**src/rtl/stack_mem_ctrl.sv**
```systemverilog
// stack_mem_ctrl: sequences single-word stack push/pop accesses to a RAM with a
// ready handshake and a bounded wait.
//
// Ports:
//   i_clk, i_rst         clock, synchronous active-high reset
//   i_wstackAddr         one-cycle request strobe from the stack pointer unit
//   i_stackAddr          word address of the request
//   i_push, i_pop        request kind (push wins when both are set)
//   i_pushData           data for a push
//   i_stackoverflow      pointer-unit error; a concurrent push is discarded
//   o_memAddr/o_memWData RAM address and write data, held for the whole access
//   o_memWe/o_memRe      RAM write/read enable, held until ready or timeout
//   i_memRData           RAM read data, valid with i_memReady during a read
//   i_memReady           RAM completion
//   o_readIt             pulse: pop data consumed, pointer may decrement
//   o_popData/o_popValid last popped word and its update pulse
//   o_busy               access in progress
//   o_timeout            pulse: access aborted after TIMEOUT waiting cycles
//   o_reqDropped         pulse: a request arrived while busy and was discarded
module stack_mem_ctrl #(
  parameter int unsigned TIMEOUT = 255
) (
  input  logic        i_clk,
  input  logic        i_rst,
  input  logic        i_wstackAddr,
  input  logic [15:0] i_stackAddr,
  input  logic        i_push,
  input  logic        i_pop,
  input  logic [15:0] i_pushData,
  input  logic        i_stackoverflow,
  output logic [15:0] o_memAddr,
  output logic [15:0] o_memWData,
  output logic        o_memWe,
  output logic        o_memRe,
  input  logic [15:0] i_memRData,
  input  logic        i_memReady,
  output logic        o_readIt,
  output logic [15:0] o_popData,
  output logic        o_popValid,
  output logic        o_busy,
  output logic        o_timeout,
  output logic        o_reqDropped
);

  // The counter value seen in the last allowed waiting cycle.
  localparam logic [7:0] TimeoutLast = 8'(TIMEOUT - 1);

  typedef enum logic [1:0] {StIdle, StWr, StRd} state_e;

  state_e      r_state, w_state_next;
  logic [7:0]  r_cnt, w_cnt;
  logic [15:0] r_mem_addr, w_mem_addr;
  logic [15:0] r_mem_wdata, w_mem_wdata;
  logic [15:0] r_pop_data, w_pop_data;
  logic        r_mem_we, w_mem_we;
  logic        r_mem_re, w_mem_re;
  logic        r_read_it, w_read_it;
  logic        r_pop_valid, w_pop_valid;
  logic        r_busy, w_busy;
  logic        r_timeout, w_timeout;
  logic        r_req_dropped, w_req_dropped;

  always_ff @(posedge i_clk) begin
    if (i_rst) begin
      r_state <= StIdle;
    end else begin
      r_state <= w_state_next;
    end
  end

  always_comb begin
    w_state_next  = r_state;
    w_cnt         = r_cnt;
    w_mem_addr    = r_mem_addr;
    w_mem_wdata   = r_mem_wdata;
    w_pop_data    = r_pop_data;
    w_read_it     = 1'b0;
    w_pop_valid   = 1'b0;
    w_timeout     = 1'b0;
    w_req_dropped = 1'b0;

    unique case (r_state)
      StIdle: begin
        if (i_wstackAddr) begin
          if (i_push) begin
            if (!i_stackoverflow) begin
              w_mem_addr   = i_stackAddr;
              w_mem_wdata  = i_pushData;
              w_cnt        = 8'd0;
              w_state_next = StWr;
            end
          end else if (i_pop) begin
            w_mem_addr   = i_stackAddr;
            w_cnt        = 8'd0;
            w_state_next = StRd;
          end
        end
      end
      StWr, StRd: begin
        w_req_dropped = i_wstackAddr;
        // Completion is checked first so a late ready still wins over timeout.
        if (i_memReady) begin
          w_state_next = StIdle;
          if (r_state == StRd) begin
            w_pop_data  = i_memRData;
            w_pop_valid = 1'b1;
            w_read_it   = 1'b1;
          end
        end else if (r_cnt == TimeoutLast) begin
          w_timeout    = 1'b1;
          w_state_next = StIdle;
        end else begin
          w_cnt = r_cnt + 8'd1;
        end
      end
      default: w_state_next = StIdle;
    endcase

    // Enables and busy are registered copies of the next state.
    w_mem_we = (w_state_next == StWr);
    w_mem_re = (w_state_next == StRd);
    w_busy   = (w_state_next != StIdle);
  end

  always_ff @(posedge i_clk) begin
    if (i_rst) begin
      r_cnt         <= 8'd0;
      r_mem_addr    <= 16'd0;
      r_mem_wdata   <= 16'd0;
      r_pop_data    <= 16'd0;
      r_mem_we      <= 1'b0;
      r_mem_re      <= 1'b0;
      r_read_it     <= 1'b0;
      r_pop_valid   <= 1'b0;
      r_busy        <= 1'b0;
      r_timeout     <= 1'b0;
      r_req_dropped <= 1'b0;
    end else begin
      r_cnt         <= w_cnt;
      r_mem_addr    <= w_mem_addr;
      r_mem_wdata   <= w_mem_wdata;
      r_pop_data    <= w_pop_data;
      r_mem_we      <= w_mem_we;
      r_mem_re      <= w_mem_re;
      r_read_it     <= w_read_it;
      r_pop_valid   <= w_pop_valid;
      r_busy        <= w_busy;
      r_timeout     <= w_timeout;
      r_req_dropped <= w_req_dropped;
    end
  end

  assign o_memAddr    = r_mem_addr;
  assign o_memWData   = r_mem_wdata;
  assign o_memWe      = r_mem_we;
  assign o_memRe      = r_mem_re;
  assign o_readIt     = r_read_it;
  assign o_popData    = r_pop_data;
  assign o_popValid   = r_pop_valid;
  assign o_busy       = r_busy;
  assign o_timeout    = r_timeout;
  assign o_reqDropped = r_req_dropped;

endmodule

```
**config.mk**
```make
export PLATFORM = sky130hd
export DESIGN_NAME = stack_mem_ctrl
export DESIGN_NICKNAME = d
export VERILOG_FILES = /design/src/rtl/stack_mem_ctrl.sv
export SDC_FILE = /design/constraint.sdc
export NUM_CORES = 1
export LEC_CHECK = 0
export ABC_AREA = 1
export CORE_MARGIN = 3
export CORE_UTILIZATION = 43
export DETAILED_ROUTE_END_ITERATION = 10
export PLACE_DENSITY = 0.84
export SKIP_CTS_REPAIR_TIMING = 1
export SLEW_MARGIN = 25
export SYNTH_ARGS = -nofsm -noshare
export SYNTH_HDL_FRONTEND = slang
export SYNTH_SLANG_ARGS = --single-unit
```
**constraint.sdc**
```tcl
create_clock -name i_clk -period 2.9 [get_ports i_clk]
set_clock_uncertainty 0.2 [all_clocks]
set_input_delay 0.58 -clock i_clk [delete_from_list [all_inputs] [get_ports i_clk]]
set_output_delay 0.58 -clock i_clk [all_outputs]
set_load 0.01 [all_outputs]
```
==> results.md <==
* Max Freq at 0.4989 GHz
* TritonCTS clock tree: done
* Status: finished, final reports clean
* Number of synthesized register bits at 64
* Clk pwr share at 36.7%
* Number of global-route vias before repair at 2488
* Sequential share of power at 45.8%
* Final #Nets at 511
* Synth-to-layout area growth at 51.15%
* CTS sink count at 64
* DRT iter0 DRCs at 118
* Minimum clock period at 2.005 ns
* Hold Crit Class: register to register
* RSZ-0062 raised after global routing: false
* # setup viols final at 0
* Ranking of synthesized cells by area: dfxtp_1, nor2_1, o21ai_0
* R2R depth at 8
* Cell area after layout at 0.003934 sq mm
* Placed Cells at 512
* Pwr Density at 535.4 mW/mm^2
* R2R Setup Slk at 0.95 ns
* P_sw at 0.0005228 W
* Comb pwr share at 17.5%
* Total Wirelength at 6.846 mm
* Distinct cell type count after synthesis at 27
* Initial antenna violation count at 0
* Max-slew violations at 0
* I/O Buffers at 109
* Worst-case vdd ir drop at 0.3515 mV
* Root Driver: clkbuf_8
* Largest net degree at the start of global routing at 40
* HP Start: o_memAddr[1]
* Total GRT Usage at 20.08%
* Sw frac at 24.82%
* Post-Synthesis Cells at 341
* Horiz. Die Dim at 83.80 um
* TritonRoute pass-1 iters at 4
* Sequential area share after synthesis at 49.23%
* Final-report hold violation count at 0
* Drt drc at 0
* Int Pwr at 0.001584 W
* Max stage delay cell, worst path: clkdlybuf4s50_1
* LEAKAGE at 1.592 nW
* Final TNS setup at 0 ns
* Share of layout cells above drive strength 1 at 10.55%
* I/O pin count at 110
* Top delay family on crit path: buffers and inverters
* Core Area at 0.005675 sq mm
* Clock slew at reported path FFs at 0.07 ns
* Initial Utilization at 45.86%
* First-pass GRT wire length at 11.39 mm
* Cell Area, Synth at 0.002602 sq mm
* CTS Buf Count at 9
* Worst r2r dst: o_memAddr[0]
* H-tree depth at 3
* Critical Path End Type: output pin
* # rows at 27
* Gr ovfl total at 0
* WHS Path Cells at 2
* Total Power at 0.002106 W
* Crit path kind: register to output pin
* Critical Path RT at 2.12 ns
* Post-DRT Antenna Nets at 0
* # diodes at 0
* Die ar. at 0.007022 sq mm
* Startpoint type of the worst setup path: register
* Yosys top cell by area: dfxtp_1
* CTS Buffer Depth at 2
* Max-Cap Viols at 0
* Vias after detailed routing at 2596
* Hold worst-path end: o_memAddr[1]
* Final cell count without fillers at 527
* Slew headroom at 69.44%
* Share of the synthesized area in the top cell type at 49.23%
* CP peak stage delay at 0.55 ns
* Launch point of the worst reg-to-reg path: r_state[0]
* Per-cell routed wire length at 12.99 um
* Final Wtd Congestion at 0.8568
* Dpl cell area at 0.003729 sq mm
* Crit path max fanout at 2
* Worst-path cell chain: clkdlybuf4s50_1
* WP buf/inv at 1
* Crit share post-route at 69.12%
* Vias per cell at 4.926
* Arr. time, crit path at 1.22 ns
* Syn_area_per_cell at 7.632 sq um
* Die H at 83.80 um
* Warnings from Yosys at 0
* Clock Latency Late Sink at 0.33 ns
* Synthesized Nets at 401
* Post-DP HPWL at 5.007 mm
* Worst slew pin tran at 0.4578 ns
==> cells by family (layout without fill, tap and decap cells) <==
family                     Yosys count  count (layout)  synth area share [%]
and+or+nand+nor                    170             170                 28.32
AOI/OAI and AO/OA                   64              64                 13.51
DFF                                 64              64                 49.23
adders and majority gates            5               5                 2.404
buffers and inverters               38             152                 6.538
==> worst register-to-register path: cells and delay by family, from the launching register on <==
kind	cells	cell delay, ns
buf+inv	3	0.40
simple gates	4	0.62
fa+ha+maj	1	0.26
flops	1	0.37
==> area by class of cell <==
type                    count  area (sq um)
well taps                  72         90.09
clock buffers              12         165.2
fillers                   489          1742
inverters                  26         100.1
clock inverters             3         40.04
repair buffers            111          1106
flip-flops and latches     64          1281
multi-input cells         239          1151
==> routing by layer <==
metal  part of all wire (%)  up-vias  wire (um)  GRT usage, %
li1                       -     1299          -             -
met1                     43     1174       2962         23.14
met2                     47      109       3249         33.84
met3                    6.8       14        465         5.528
met4                    2.5        0        169         10.38
met5                      0        -          0             0
==> state kept, by name, summed over array words and instances, names as in the netlist <==
| name | count |
|---|---|
| o_memRe | 1 |
| o_memWe | 1 |
| o_busy | 1 |
| o_popValid | 1 |
| o_reqDropped | 1 |
| o_popData | 16 |
| o_timeout | 1 |
| r_cnt | 8 |
| o_memWData | 16 |
| o_memAddr | 16 |
| r_state | 2 |
==> worst max path at each step <==
| stage | startpoint | end | slack (ns) | depth (start not counted) |
|---|---|---|---|---|
| final | o_memAddr[8] | o_memAddr[8] | 0.90 | 1 |
| after floorplan | r_state[0] | r_cnt[5] | 1.18 | 10 |
| after global placement | i_stackoverflow | o_memAddr[11] | 0.61 | 8 |
| after detailed placement | i_stackoverflow | o_memAddr[0] | 0.55 | 8 |
| after CTS | o_popData[12] | o_popData[12] | 0.87 | 1 |
| after global routing | i_push | o_memAddr[5] | 0.73 | 8 |
==> metrics by stage <==
stage,worst slack [ns],utilization (%),hold WS (ns)
4_1_cts,0.8710,69.31,0.2866
3_5_place_dp,0.5527,65.70,0.2711
6_report,0.8954,69.31,0.2820
5_1_grt,0.7259,69.31,0.3135
3_3_place_gp,0.6082,65.70,0.2636
2_1_floorplan,1.183,-,0.2740
==> power groups by stage <==
| stage | clock network (W) | registers, W | logic [W] |
|---|---|---|---|
| after floorplan | 0 | 0.000997 | 0.000162 |
| after global placement | 0 | 0.000980 | 0.000359 |
| after detailed placement | 0 | 0.000983 | 0.000368 |
| after CTS | 0.000794 | 0.000964 | 0.000372 |
| after global routing | 0.000836 | 0.000969 | 0.000406 |
| final | 0.000773 | 0.000964 | 0.000369 |
==> Yosys cell counts <==
cell	n
nor2_1	111
dfxtp_1	64
o21ai_0	48
nand2_1	26
inv_1	20
nand3_1	13
nand2_2	9
a21oi_2	6
clkbuf_1	6
ha_1	5
inv_2	4
o21ai_1	4
a21oi_1	3
nand2_4	3
buf_4	2
buf_6	2
clkinv_2	2
nor2_2	2
o21bai_1	2
or2_2	2
buf_2	1
clkbuf_2	1
nand4_1	1
nor2_4	1
nor2_8	1
nor3_1	1
o21ai_2	1
==> layout by cell type, fill, tap and decap left out <==
master and n:
clkinv_2 4, nor2_1 111, buf_4 2, dfxtp_1 64, o21ai_0 48, nor3_1 1, nor2_4 1, a21oi_2 6
o21bai_1 2, nor2_2 2, or2_2 2, o21ai_1 4, nor2_8 1, nand2_1 26, nand2_4 3, nand3_1 13
o21ai_2 1, clkdlybuf4s50_1 109, nand4_1 1, clkbuf_8 12, bufinv_16 1, inv_2 4, inv_1 20, ha_1 5
nand2_2 9, a21oi_1 3
No activity file was read; power rests on OpenSTA's default activity.
